File: config.mk
export PLATFORM = sky130hd
export DESIGN_NAME = udp_tx
export DESIGN_NICKNAME = d
export VERILOG_FILES = /design/src/rtl/udp_tx.sv
export SDC_FILE = /design/constraint.sdc
export NUM_CORES = 1
export LEC_CHECK = 0
export BUFFER_PORTS_ARGS = -buffer_cell sky130_fd_sc_hd__buf_4
export CAP_MARGIN = 20
export CELL_PAD_IN_SITES_DETAIL_PLACEMENT = 1
export CELL_PAD_IN_SITES_GLOBAL_PLACEMENT = 1
export CORE_AREA = 2 2 193 148
export CTS_BUF_LIST = sky130_fd_sc_hd__clkbuf_8
export DETAILED_ROUTE_END_ITERATION = 10
export DIE_AREA = 0 0 195 150
export GPL_ROUTABILITY_DRIVEN = 0
export PLACE_DENSITY = 0.76
export SYNTH_ARGS = -nofsm -noshare
export SYNTH_HDL_FRONTEND = slang
export SYNTH_SLANG_ARGS = --single-unit
File: constraint.sdc
create_clock -name clk -period 6.75 [get_ports clk]
set_input_delay 0 -clock clk [delete_from_list [all_inputs] [get_ports clk]]
set_output_delay 0 -clock clk [all_outputs]
set_load 0.02 [all_outputs]
File: src/rtl/udp_tx.sv
// UDP transmit engine: checksums a payload held in an external byte RAM, then streams
// the 8-byte UDP header and the payload to IP TX, one byte per clock.
module udp_tx #(
  parameter logic [15:0] SRC_PORT = 16'h1F90,
  parameter logic [15:0] DST_PORT = 16'h1F90,
  parameter int          MAX_LEN  = 1472
) (
  input  logic        clk,
  input  logic        rst,
  input  logic        udp_send_req,
  input  logic [15:0] udp_send_data_length,
  input  logic [31:0] ip_send_source_addr,
  input  logic [31:0] ip_send_dest_addr,
  output logic [10:0] udp_ram_read_addr,
  input  logic [7:0]  udp_ram_rdata,
  output logic        udp_tx_req,
  output logic [15:0] udp_tx_length,
  input  logic        ip_tx_ack,
  output logic [7:0]  udp_tx_data,
  output logic        udp_tx_valid,
  output logic        udp_tx_end,
  output logic        udp_busy,
  output logic        udp_send_done
);

  typedef enum logic [2:0] {
    IDLE, SUM_DATA, SUM_FOLD, WAIT_ACK, SEND_HEAD, SEND_DATA, DONE
  } state_t;

  state_t      state_q;
  logic [31:0] sum_q;
  logic [15:0] csum_q, tx_len_q;
  logic [10:0] last_q, cnt_q, addr_q;
  logic [7:0]  hi_q, data_q;
  logic        iss_q, rvld_q;
  logic        tx_req_q, valid_q, end_q, busy_q, done_q;

  logic [15:0] len8_d, word_d;
  logic [31:0] pseudo_d;
  logic        accept_d;

  // Two end-around folds of the 32-bit sum, one's complement, zero sent as FFFF.
  function automatic logic [15:0] sum_to_csum(input logic [31:0] s);
    logic [31:0] t;
    logic [15:0] c;
    t = {16'h0, s[15:0]} + {16'h0, s[31:16]};
    t = {16'h0, t[15:0]} + {16'h0, t[31:16]};
    c = ~t[15:0];
    return (c == 16'h0000) ? 16'hFFFF : c;
  endfunction

  function automatic logic [7:0] hdr_byte(input logic [2:0] idx, input logic [15:0] len8,
                                          input logic [15:0] cs);
    case (idx)
      3'd0:    return SRC_PORT[15:8];
      3'd1:    return SRC_PORT[7:0];
      3'd2:    return DST_PORT[15:8];
      3'd3:    return DST_PORT[7:0];
      3'd4:    return len8[15:8];
      3'd5:    return len8[7:0];
      3'd6:    return cs[15:8];
      default: return cs[7:0];
    endcase
  endfunction

  always_comb begin
    len8_d   = udp_send_data_length + 16'd8;
    accept_d = udp_send_req && (udp_send_data_length != 16'd0) &&
               (udp_send_data_length <= 16'(MAX_LEN));
    pseudo_d = {16'h0, ip_send_source_addr[31:16]} + {16'h0, ip_send_source_addr[15:0]} +
               {16'h0, ip_send_dest_addr[31:16]} + {16'h0, ip_send_dest_addr[15:0]} +
               32'h0000_0011 + {15'h0, len8_d, 1'b0} +
               {16'h0, SRC_PORT} + {16'h0, DST_PORT};
    // Odd byte index closes a big-endian pair; an even last byte is padded low.
    word_d   = cnt_q[0] ? {hi_q, udp_ram_rdata} : {udp_ram_rdata, 8'h00};
  end

  always_ff @(posedge clk) begin
    if (rst) begin
      state_q  <= IDLE;
      sum_q    <= '0;
      csum_q   <= '0;
      tx_len_q <= '0;
      last_q   <= '0;
      cnt_q    <= '0;
      addr_q   <= '0;
      hi_q     <= '0;
      data_q   <= '0;
      iss_q    <= 1'b0;
      rvld_q   <= 1'b0;
      tx_req_q <= 1'b0;
      valid_q  <= 1'b0;
      end_q    <= 1'b0;
      busy_q   <= 1'b0;
      done_q   <= 1'b0;
    end else begin
      done_q <= 1'b0;
      case (state_q)
        IDLE: begin
          sum_q  <= '0;
          cnt_q  <= '0;
          addr_q <= '0;
          iss_q  <= 1'b0;
          rvld_q <= 1'b0;
          if (accept_d) begin
            state_q  <= SUM_DATA;
            sum_q    <= pseudo_d;
            tx_len_q <= len8_d;
            last_q   <= udp_send_data_length[10:0] - 11'd1;
            iss_q    <= 1'b1;
            busy_q   <= 1'b1;
          end
        end
        SUM_DATA: begin
          // rvld_q marks that rdata answers the address shown in the previous cycle.
          rvld_q <= iss_q;
          if (iss_q) begin
            if (addr_q == last_q) iss_q <= 1'b0;
            else                  addr_q <= addr_q + 11'd1;
          end
          if (rvld_q) begin
            if (!cnt_q[0]) hi_q <= udp_ram_rdata;
            if (cnt_q[0] || cnt_q == last_q) sum_q <= sum_q + {16'h0, word_d};
            cnt_q <= cnt_q + 11'd1;
            if (cnt_q == last_q) state_q <= SUM_FOLD;
          end
        end
        SUM_FOLD: begin
          csum_q   <= sum_to_csum(sum_q);
          state_q  <= WAIT_ACK;
          tx_req_q <= 1'b1;
          cnt_q    <= '0;
          addr_q   <= '0;
        end
        WAIT_ACK: begin
          if (ip_tx_ack) begin
            state_q  <= SEND_HEAD;
            tx_req_q <= 1'b0;
            data_q   <= hdr_byte(3'd0, tx_len_q, csum_q);
            valid_q  <= 1'b1;
          end
        end
        SEND_HEAD: begin
          // Payload reads start two bytes before the header ends to hide RAM latency.
          if (cnt_q == 11'd5)       addr_q <= '0;
          else if (cnt_q >= 11'd6)  addr_q <= addr_q + 11'd1;
          if (cnt_q == 11'd7) begin
            state_q <= SEND_DATA;
            data_q  <= udp_ram_rdata;
            end_q   <= (last_q == 11'd0);
            cnt_q   <= '0;
          end else begin
            data_q <= hdr_byte(cnt_q[2:0] + 3'd1, tx_len_q, csum_q);
            cnt_q  <= cnt_q + 11'd1;
          end
        end
        SEND_DATA: begin
          if (cnt_q == last_q) begin
            state_q <= DONE;
            data_q  <= '0;
            valid_q <= 1'b0;
            end_q   <= 1'b0;
            done_q  <= 1'b1;
          end else begin
            data_q <= udp_ram_rdata;
            end_q  <= (cnt_q + 11'd1 == last_q);
            cnt_q  <= cnt_q + 11'd1;
            addr_q <= addr_q + 11'd1;
          end
        end
        default: begin
          state_q <= IDLE;
          busy_q  <= 1'b0;
        end
      endcase
    end
  end

  assign udp_ram_read_addr = addr_q;
  assign udp_tx_req        = tx_req_q;
  assign udp_tx_length     = tx_len_q;
  assign udp_tx_data       = data_q;
  assign udp_tx_valid      = valid_q;
  assign udp_tx_end        = end_q;
  assign udp_busy          = busy_q;
  assign udp_send_done     = done_q;

endmodule

==> results of run 1 <==
## logic make-up (layout without fill, tap and decap cells)
logic type / Yosys count / in the layout / share of synthesized area (%)
flops: 123 / 123 / 22.8
fa+ha+maj: 127 / 127 / 18.1
buf+inv: 237 / 382 / 8.40
compound gates: 286 / 286 / 18.3
simple gates: 441 / 441 / 20.1
xor+xnor: 115 / 115 / 9.39
mux: 31 / 31 / 2.99
## state kept, by name, indices dropped and copies added, names as in the netlist, 8 cells and up
signal and cells:
udp_ram_read_addr 11, cnt_q 11, sum_q 32, udp_tx_length 16, hi_q 8, last_q 11
csum_q 16, udp_tx_data 8
## per-layer routing
layer	vias to the layer above	wire, µm
met2	222	15600
met3	47	1770
met1	4957	16600
met4	0	652
met5	-	0
li1	4917	-
## report_power, final
part / total [W] / leakage (nW) / switching (W) / internal, W
combinational: 0.00165 / 4.56 / 0.000988 / 0.000657
sequential: 0.000828 / 0.992 / 0.0000593 / 0.000769
clock: 0.000686 / 0.196 / 0.000351 / 0.000335
## per-stage QoR
stage / area, µm² / util, % / setup WS [ps]
final: 12700 / 46.4 / 1180
after global routing: 12700 / 46.4 / 735
after CTS: 12700 / 46.4 / 1240
after detailed placement: 12100 / 44.1 / 1260
after global placement: 12100 / 44.1 / 1500
after floorplan: 10800 / - / 2200
## layout make-up
type	instances	area (µm²)	share of cell area, %
clock buffers	17	234	1.84
repair buffers	163	1280	10.1
well taps	357	447	3.51
inverters	188	706	5.54
flip-flops and latches	123	2460	19.3
clock inverters	14	158	1.24
multi-input cells	1000	7440	58.5
## Yosys cell counts, types with 3 or more instances
master / number / area [µm²]
nor2_1: 168 / 631
o21bai_1: 3 / 22.5
inv_1: 188 / 706
a311oi_1: 9 / 78.8
nand3b_1: 3 / 22.5
a221oi_1: 10 / 87.6
and3_1: 17 / 106
a31oi_1: 7 / 43.8
a21o_1: 19 / 143
and2_1: 20 / 125
nor2b_1: 6 / 37.5
buf_2: 3 / 15.0
nand2_1: 60 / 225
mux2i_1: 21 / 210
nor4b_1: 3 / 26.3
nor4_1: 9 / 56.3
ha_1: 78 / 976
nor3_1: 45 / 225
xor2_1: 51 / 447
dfxtp_1: 123 / 2460
or2_2: 9 / 56.3
o21ai_1: 5 / 25.0
a21oi_1: 75 / 375
o21ai_0: 64 / 320
a211oi_1: 22 / 165
a211o_1: 4 / 35.0
nand2b_1: 11 / 68.8
fa_1: 49 / 981
o221ai_1: 7 / 61.3
clkbuf_1: 42 / 158
a22oi_1: 8 / 60.1
or4_1: 3 / 22.5
o211ai_1: 5 / 37.5
or3_1: 10 / 62.6
mux2_2: 10 / 113
o31ai_1: 5 / 37.5
nor3b_1: 9 / 67.6
o21a_1: 4 / 30.0
nand4_1: 14 / 87.6
nand3_1: 42 / 210
xnor2_1: 63 / 552
a311oi_2: 10 / 150
## worst paths after layout
check	endpoint	slack (ps)	cells after the start
min reg2reg	udp_tx_data[0]	500	2
min	last_q[4]	80	4
max reg2reg	csum_q[0]	1180	20
max	csum_q[0]	1180	20
## critical path, delay by kind of cell, from the launching register on
kind                     cells  cell delay (ps)
AND/OR/NAND/NOR              8             2200
AO/OA/AOI/OAI                7             1690
adder cells (fa/ha/maj)      3              820
flip-flops                   1              470
XOR/XNOR                     1              210
buffers and inverters        1               70
==> flow_summary.toml, run 1 <==
[run_status]
status = "complete, but fails checks"
violations = "DRC"

[timing]
fin_crit_ps = 5570
setup_viol = 0
hold_viol_final = 0
fin_hold_ws_ps = 78.2
rsz0062_at_grt = "no"
finalClockSkew_ps = 22.2
tns_ps = 0
max_slew.worst_pin.slew_ps = 898
period_share_pct = 82.5
slew_headroom_pct = 39.7
drv_slew = 0
fmax_mhz = 180

[power_and_ir_drop]
power.density_mw_per_mm2 = 248
leakage_nw = 5.75
finalPower_w = 0.00316
ir_worst_vdd_uv = 123

[critical_path]
max_stage_delay_ps = 530
r2r_start = "sum_q[16]"
crit_chain = "ha_1, inv_1, fa_1, nand2b_1, a21oi_1, o21ai_1, a21boi_0, o21ai_0, a21oi_1, o21ai_0, nand2b_1, ha_1, and3_1, or3b_1, nor4_4, nand3_1, xor2_1, nor4_4, nand2_2, a311oi_1"
critical_path_arrival_ps = 5920
crit_path_end_kind = "register"
startpoint = "sum_q[16]"
critPathMaxFanout = 12
cp.required_ps = 7100
worstSetupPathType = "register to register"
crit_path_start_kind = "register"
crit_slowest_cell = "or3b_1"

[clocking]
holdBufCountCts = 24
post_cts_buffers = 0
clk_pin_slew_worst_paths_ps = 90
cts_inserted_buffers = 17
root_buffer = "clkbuf_8"
cts_resized = 0
cts.sinks = 123
cts_tree = "built"
cts_buffer_depth = 2
cts_htree_levels = 4
worstSkewPairLatency_ps = 450

[synth]
netlist_area_mm2 = 0.0108
avgSynthCellArea_um2 = 7.95
synth_nets = 1579
synthArstFlopShare_pct = 0
synth_cell_type_count = 79
syn_inst = 1360
ys_seq_elements = 123
synthFlopType = "dfxtp_1"
yosysSeqAreaShare_pct = 22.8
yosys_warnings = 0
synth_edf_count = 0

[final_layout]
finalNonFillerCells = 1862
nFillCells = 3407
final_cell_mix = "inv_1, nor2_1, buf_4"
drive_gt1_share_pct = 14.4
area_delta_synth_final_pct = 17.8
mostFrequentLayoutCell = "inv_1"
finalNetCount = 1712
diodes = 0

[route]
drt_first_iter_violations = 667
dr_total_vias = 10100
drc = 1
via_per_inst = 5.45
ant_nets = 0
wirelength_um = 34600
firstDrtPassIters = 9
wl_per_cell_um = 18.6

[global_routing]
track_usage_pct = 24.3
grt_pass1_wl_um = 56500
antenna_found_initial = 0
grt_max_degree = 74
grt_use_met2_pct = 38.4
gr-total-overflow = 0
grt_busiest_layer = "met2"
met1_usage_pct = 33.9
grt_pass1_vias = 10400
grtUsageMet3_pct = 4.82

[hold_path]
hp-class = "primary input to register"
min_from = "udp_send_data_length[4]"

[die]
dieWidth_um = 195
coreArea_mm2 = 0.0275
die_area_mm2 = 0.0293
start_util_pct = 39.4
die_y_um = 150
num_io_pins = 132
fp-row-count = 53

[placement]
post-place-cells = 1807
hpwl_um = 27700
portBuffers = 131

[job]
cap_violations = 0
No activity file was read; power rests on OpenSTA's default activity.
==> inputs of run 2 (changes only) <==
- ABC_AREA: not set -> 1
- CORE_AREA: 2 2 193 148 -> 2 2 200 153
- DIE_AREA: 0 0 195 150 -> 0 0 202 155
- PLACE_DENSITY: 0.76 -> 0.82
- clock period: 6.75 -> 4.7 ns (I/O delays scaled with it)
==> run 2 against run 1 <==
Largest power group unchanged. Clock skew shrank 3.5 ps. Sequential share of layout area shrank 1.3 points. Via count grew 20%. The run now ends clean. Register-to-register slack lost 660 ps. Area after synthesis grew 7.4%. Total power grew 36%. Worst hold slack lost 49 ps. Largest cell class unchanged. Clock power grew 41%. Critical path depth grew 4. Synthesized cell count grew 30%.
==> flow_summary.toml, run 2 <==
[job]
cap_violations = 0

[critical_path]
critical_path_arrival_ps = 4810
worstSetupPathType = "primary input to register"
cp.required_ps = 5050
crit_path_end_kind = "register"
crit_path_start_kind = "primary input"
critPathMaxFanout = 7

[clocking]
cts_inserted_buffers = 17
cts.sinks = 123
cts_buffer_depth = 2
clk_pin_slew_worst_paths_ps = 80
worstSkewPairLatency_ps = 470
root_buffer = "clkbuf_8"
cts_tree = "built"
cts_htree_levels = 4

[route]
drc = 0
dr_total_vias = 12200
via_per_inst = 5.25
wl_per_cell_um = 17.9
ant_nets = 0
drt_first_iter_violations = 721
wirelength_um = 41700
firstDrtPassIters = 5

[final_layout]
nFillCells = 3908
finalNetCount = 2131
largest-register = "sum_q"
final_cell_mix = "nand2_1, inv_1, nor2_1"
mostFrequentLayoutCell = "nand2_1"
area_delta_synth_final_pct = 17.6
diodes = 0
drive_gt1_share_pct = 13.3
fin_util_pct = 46.2
largest_reg_flops = 32

[synth]
synth_edf_count = 0
yosys_warnings = 0
yosysSeqAreaShare_pct = 21.2
synth_nets = 1982
yosysMostFrequentCell = "nand2_1"
synth_common_cells = "nand2_1, inv_1, nor2_1"
synth_cell_type_count = 50
synth_top_cell_area_share_pct = 21.2
yosys-top-cells-area = "dfxtp_1, nand2_1, inv_1, fa_1, ha_1"
ys_seq_elements = 123
synthFlopType = "dfxtp_1"
netlist_area_mm2 = 0.0116
syn_inst = 1763
avgSynthCellArea_um2 = 6.58
yosysTopAreaCell = "dfxtp_1"
synthArstFlopShare_pct = 0

[timing]
setup_viol = 0
tns_ps = 0
period_share_pct = 95.0
fmax_mhz = 224
hold_viol_final = 0
slew_headroom_pct = 50.8
finalClockSkew_ps = 18.7
max_slew.worst_pin.slew_ps = 738
drv_slew = 0
rsz0062_at_grt = "no"
fin_crit_ps = 4460

[die]
die_area_mm2 = 0.0313
fp-row-count = 55
dieWidth_um = 202
die_y_um = 155
start_util_pct = 39.3
coreArea_mm2 = 0.0295
num_io_pins = 132

[global_routing]
track_usage_pct = 26.8
grt_pass1_wl_um = 66400
antenna_found_initial = 0
grt_pass1_vias = 12400
grt_max_degree = 48
gr-total-overflow = 0

[power_and_ir_drop]
leakage_nw = 6.65
ir_worst_vdd_uv = 166
finalPower_w = 0.00430
power.density_mw_per_mm2 = 315

[run_status]
status = "completed"

[placement]
portBuffers = 131
hpwl_um = 33900

[hold_path]
hp-class = "primary input to register"
-- run 2: cell types whose count changed after synthesis, sizes merged, moves of 13 or more --
| cell | previous run | this run |
|---|---|---|
| and3 | 17 | 0 |
| nand3 | 42 | 95 |
| a211oi | 22 | 3 |
| mux2i | 21 | 0 |
| xnor2 | 64 | 14 |
| nand4 | 14 | 28 |
| clkbuf | 42 | 26 |
| a311oi | 19 | 1 |
| a21oi | 77 | 151 |
| a21o | 19 | 6 |
| inv | 188 | 352 |
| nand2 | 61 | 373 |
| o21ai | 69 | 121 |
| and2 | 20 | 2 |
-- run 2: per-layer routing --
metal  GRT usage, %  up-vias  share of wire (%)  wire (µm)
met1           36.6     5823                 46      19400
li1               -     5929                  -          -
met4           6.23        0                1.6        656
met3           6.22       47                7.9       3280
met5              0        -                  0          0
met2           42.9      388                 44      18400
-- run 2: final timing paths --
check	startpoint	to	slack [ps]	cells past startpoint
worst min-delay path	udp_send_data_length[8]	last_q[10]	30	5
worst min register to register	udp_tx_valid	udp_tx_valid	490	2
worst max-delay path	udp_send_data_length[4]	sum_q[16]	240	24
worst max register to register	sum_q[0]	csum_q[2]	520	28
-- run 2: cells by family (layout without fill, tap and decap cells) --
group                    Yosys count  after routing  synth area share, %
flip-flops                       123            123                 21.2
buffers and inverters            392            553                 12.9
AO/OA/AOI/OAI                    332            332                 16.6
AND/OR/NAND/NOR                  732            732                 28.1
adder cells (fa/ha/maj)          127            127                 16.9
XOR/XNOR                          57             57                 4.30
-- run 2: critical path: stages --
cell and delay, ps:
dlygate4sd3_1 570, buf_4 150, nand2_1 60, nor2_1 220
nand2_1 110, nor4_1 360, buf_4 210, nand3_1 80
xor2_1 150, inv_1 70, ha_1 290, fa_1 490
inv_1 60, fa_1 530, inv_1 40, ha_1 390
a21oi_1 230, o21ai_0 130, a21oi_1 190, a21oi_1 90
o21ai_0 140, nand3_1 110, nand2_1 70, inv_1 60
-- run 2: where the power goes --
part	switching (W)	leakage, nW	total [W]	internal (W)
Clock	0.000496	0.181	0.000965	0.000469
Sequential	0.0000968	0.993	0.00120	0.00110
Combinational	0.00137	5.48	0.00213	0.000769
Total	0.00196	6.65	0.00430	0.00234
-- run 2: what timing repair did --
| item | in CTS | in global routing |
|---|---|---|
| resized for setup | 0 | 5 |
| hold endpoints to repair | 45 | 0 |
| hold buffers | 23 | 0 |
| setup endpoints to repair | 0 | 4 |
| setup buffers | 0 | 1 |
-- run 2: layout make-up --
cell class	count	area (µm²)	share of cell area, %
flip-flops and latches	123	2460	18.0
inverters	354	1330	9.73
repair buffers	168	1320	9.66
well taps	399	499	3.66
clock inverters	14	148	1.08
multi-input cells	1248	7660	56.1
clock buffers	17	234	1.71
-- run 2: metrics by stage --
stage,hold slack [ps],setup slack (ps),cell area (µm²),cells
2_1_floorplan,90.0,878,11600,1763
3_3_place_gp,245,500,13000,2268
3_5_place_dp,250,378,13000,2268
4_1_cts,0.654,312,13600,2322
5_1_grt,42.2,1.92,13700,2323
6_report,29.5,236,13700,2323
==> inputs of run 3 (changes only) <==
- PLACE_DENSITY: 0.82 -> not set
- PLACE_DENSITY_LB_ADDON: not set -> 0.1
- clock period: 4.7 -> 5.1 ns (I/O delays scaled with it)
==> run 3 against run 2 <==
First-iteration DRC count is 4.4% lower. Global-route usage hardly changed. Clock-buffer cell count stayed put. Via count is 2.0% lower. Total power is 4.7% lower. Sequential power is 8% lower. Final cell count hardly changed. Largest cell class unchanged.
==> flow_summary.toml, run 3 (synthesis gave the netlist of run 2 again) <==
[critical_path]
critPathMaxFanout = 6
crit_path_end_kind = "register"
cp.required_ps = 5450
worstSetupPathType = "primary input to register"
critical_path_arrival_ps = 4940
crit_path_start_kind = "primary input"

[placement]
hpwl_um = 33800
portBuffers = 131

[die]
start_util_pct = 39.3
die_area_mm2 = 0.0313
coreArea_mm2 = 0.0295
die_y_um = 155
fp-row-count = 55
num_io_pins = 132
dieWidth_um = 202

[final_layout]
final_cell_mix = "nand2_1, inv_1, nor2_1"
largest_reg_flops = 32
area_delta_synth_final_pct = 18.2
drive_gt1_share_pct = 13.0
largest-register = "sum_q"
finalNetCount = 2130
nFillCells = 3924
mostFrequentLayoutCell = "nand2_1"

[route]
dr_total_vias = 11900
wl_per_cell_um = 17.8
drt_first_iter_violations = 689
wirelength_um = 41300
firstDrtPassIters = 5
drc = 0
ant_nets = 0
via_per_inst = 5.14

[job]
cap_violations = 0

[timing]
period_share_pct = 89.9
tns_ps = 0
rsz0062_at_grt = "no"
drv_slew = 0
slew_headroom_pct = 49.9
fin_crit_ps = 4590
hold_viol_final = 0
finalClockSkew_ps = 17.7
fmax_mhz = 218
max_slew.worst_pin.slew_ps = 746
setup_viol = 0

[power_and_ir_drop]
leakage_nw = 6.70
finalPower_w = 0.00409
ir_worst_vdd_uv = 146
power.density_mw_per_mm2 = 298

[global_routing]
track_usage_pct = 26.8
gr-total-overflow = 0
grt_pass1_vias = 12200
antenna_found_initial = 1
grt_max_degree = 71
grt_pass1_wl_um = 65800

[run_status]
status = "completed"

[hold_path]
hp-class = "primary input to register"

[clocking]
cts_inserted_buffers = 17
cts_htree_levels = 4
root_buffer = "clkbuf_8"
cts_tree = "built"
cts.sinks = 123
cts_buffer_depth = 2
worstSkewPairLatency_ps = 470
clk_pin_slew_worst_paths_ps = 80
-- run 3: path summary, 6_finish.rpt --
path,from,end,slack [ps],cells past startpoint
min reg2reg,udp_tx_length[13],udp_tx_length[13],490,2
min,ip_send_dest_addr[0],sum_q[0],130,5
max,udp_send_data_length[3],sum_q[18],510,23
max reg2reg,sum_q[16],csum_q[1],740,28
-- run 3: cell type report --
| type | instances | area [µm²] | area share (%) |
|---|---|---|---|
| clock inverter | 15 | 235 | 1.71 |
| timing repair buffer | 167 | 1320 | 9.59 |
| inverter | 354 | 1330 | 9.68 |
| multi-input combinational | 1248 | 7640 | 55.7 |
| antenna | 1 | 2.50 | 0.0182 |
| sequential | 123 | 2460 | 17.9 |
| clock buffer | 17 | 234 | 1.70 |
| tap | 399 | 499 | 3.64 |
-- run 3: timing repair --
item / in CTS / in global routing
setup buffers: 0 / 0
hold buffers: 25 / 0
gates resized for setup: 0 / 0
endpoints found under the hold margin: 47 / 0
-- run 3: power by group --
group	total, W	leakage [nW]	switching [W]	internal (W)
clock	0.00108	0.239	0.000482	0.000594
sequential	0.00110	0.993	0.0000880	0.00101
combinational	0.00192	5.46	0.00122	0.000692
total	0.00409	6.70	0.00179	0.00230
-- run 3: metrics by stage --
step	cells	setup slack (ps)	area [µm²]	hold slack (ps)	util, %
4_1_cts	2323	549	13700	106	46.5
5_1_grt	2324	281	13700	206	46.5
2_1_floorplan	1763	1280	11600	90.0	-
6_report	2324	514	13700	134	46.5
3_5_place_dp	2266	599	13000	254	44.0
3_3_place_gp	2266	715	13000	247	44.0
-- run 3: worst max-delay path: stages --
cell and delay, ps:
dlygate4sd3_1 520, buf_4 150, ha_1 200, nand2_1 110, o31ai_1 650, fa_1 550, fa_1 490, inv_1 50
fa_1 520, inv_1 40, ha_1 340, nand2_1 110, nor2_1 40, nand2_1 50, o211ai_1 130, nand2_1 90
nand2_1 100, a21boi_0 360, o21ai_0 150, nand2_1 80, nand3_1 60, o211ai_1 80, inv_1 60
-- run 3: routing by layer --
metal | global-route usage, % | wire length (µm)
met4 | 4.38 | 309
met3 | 4.23 | 2160
met5 | 0 | 0
met2 | 42.3 | 17800
met1 | 39.1 | 21000
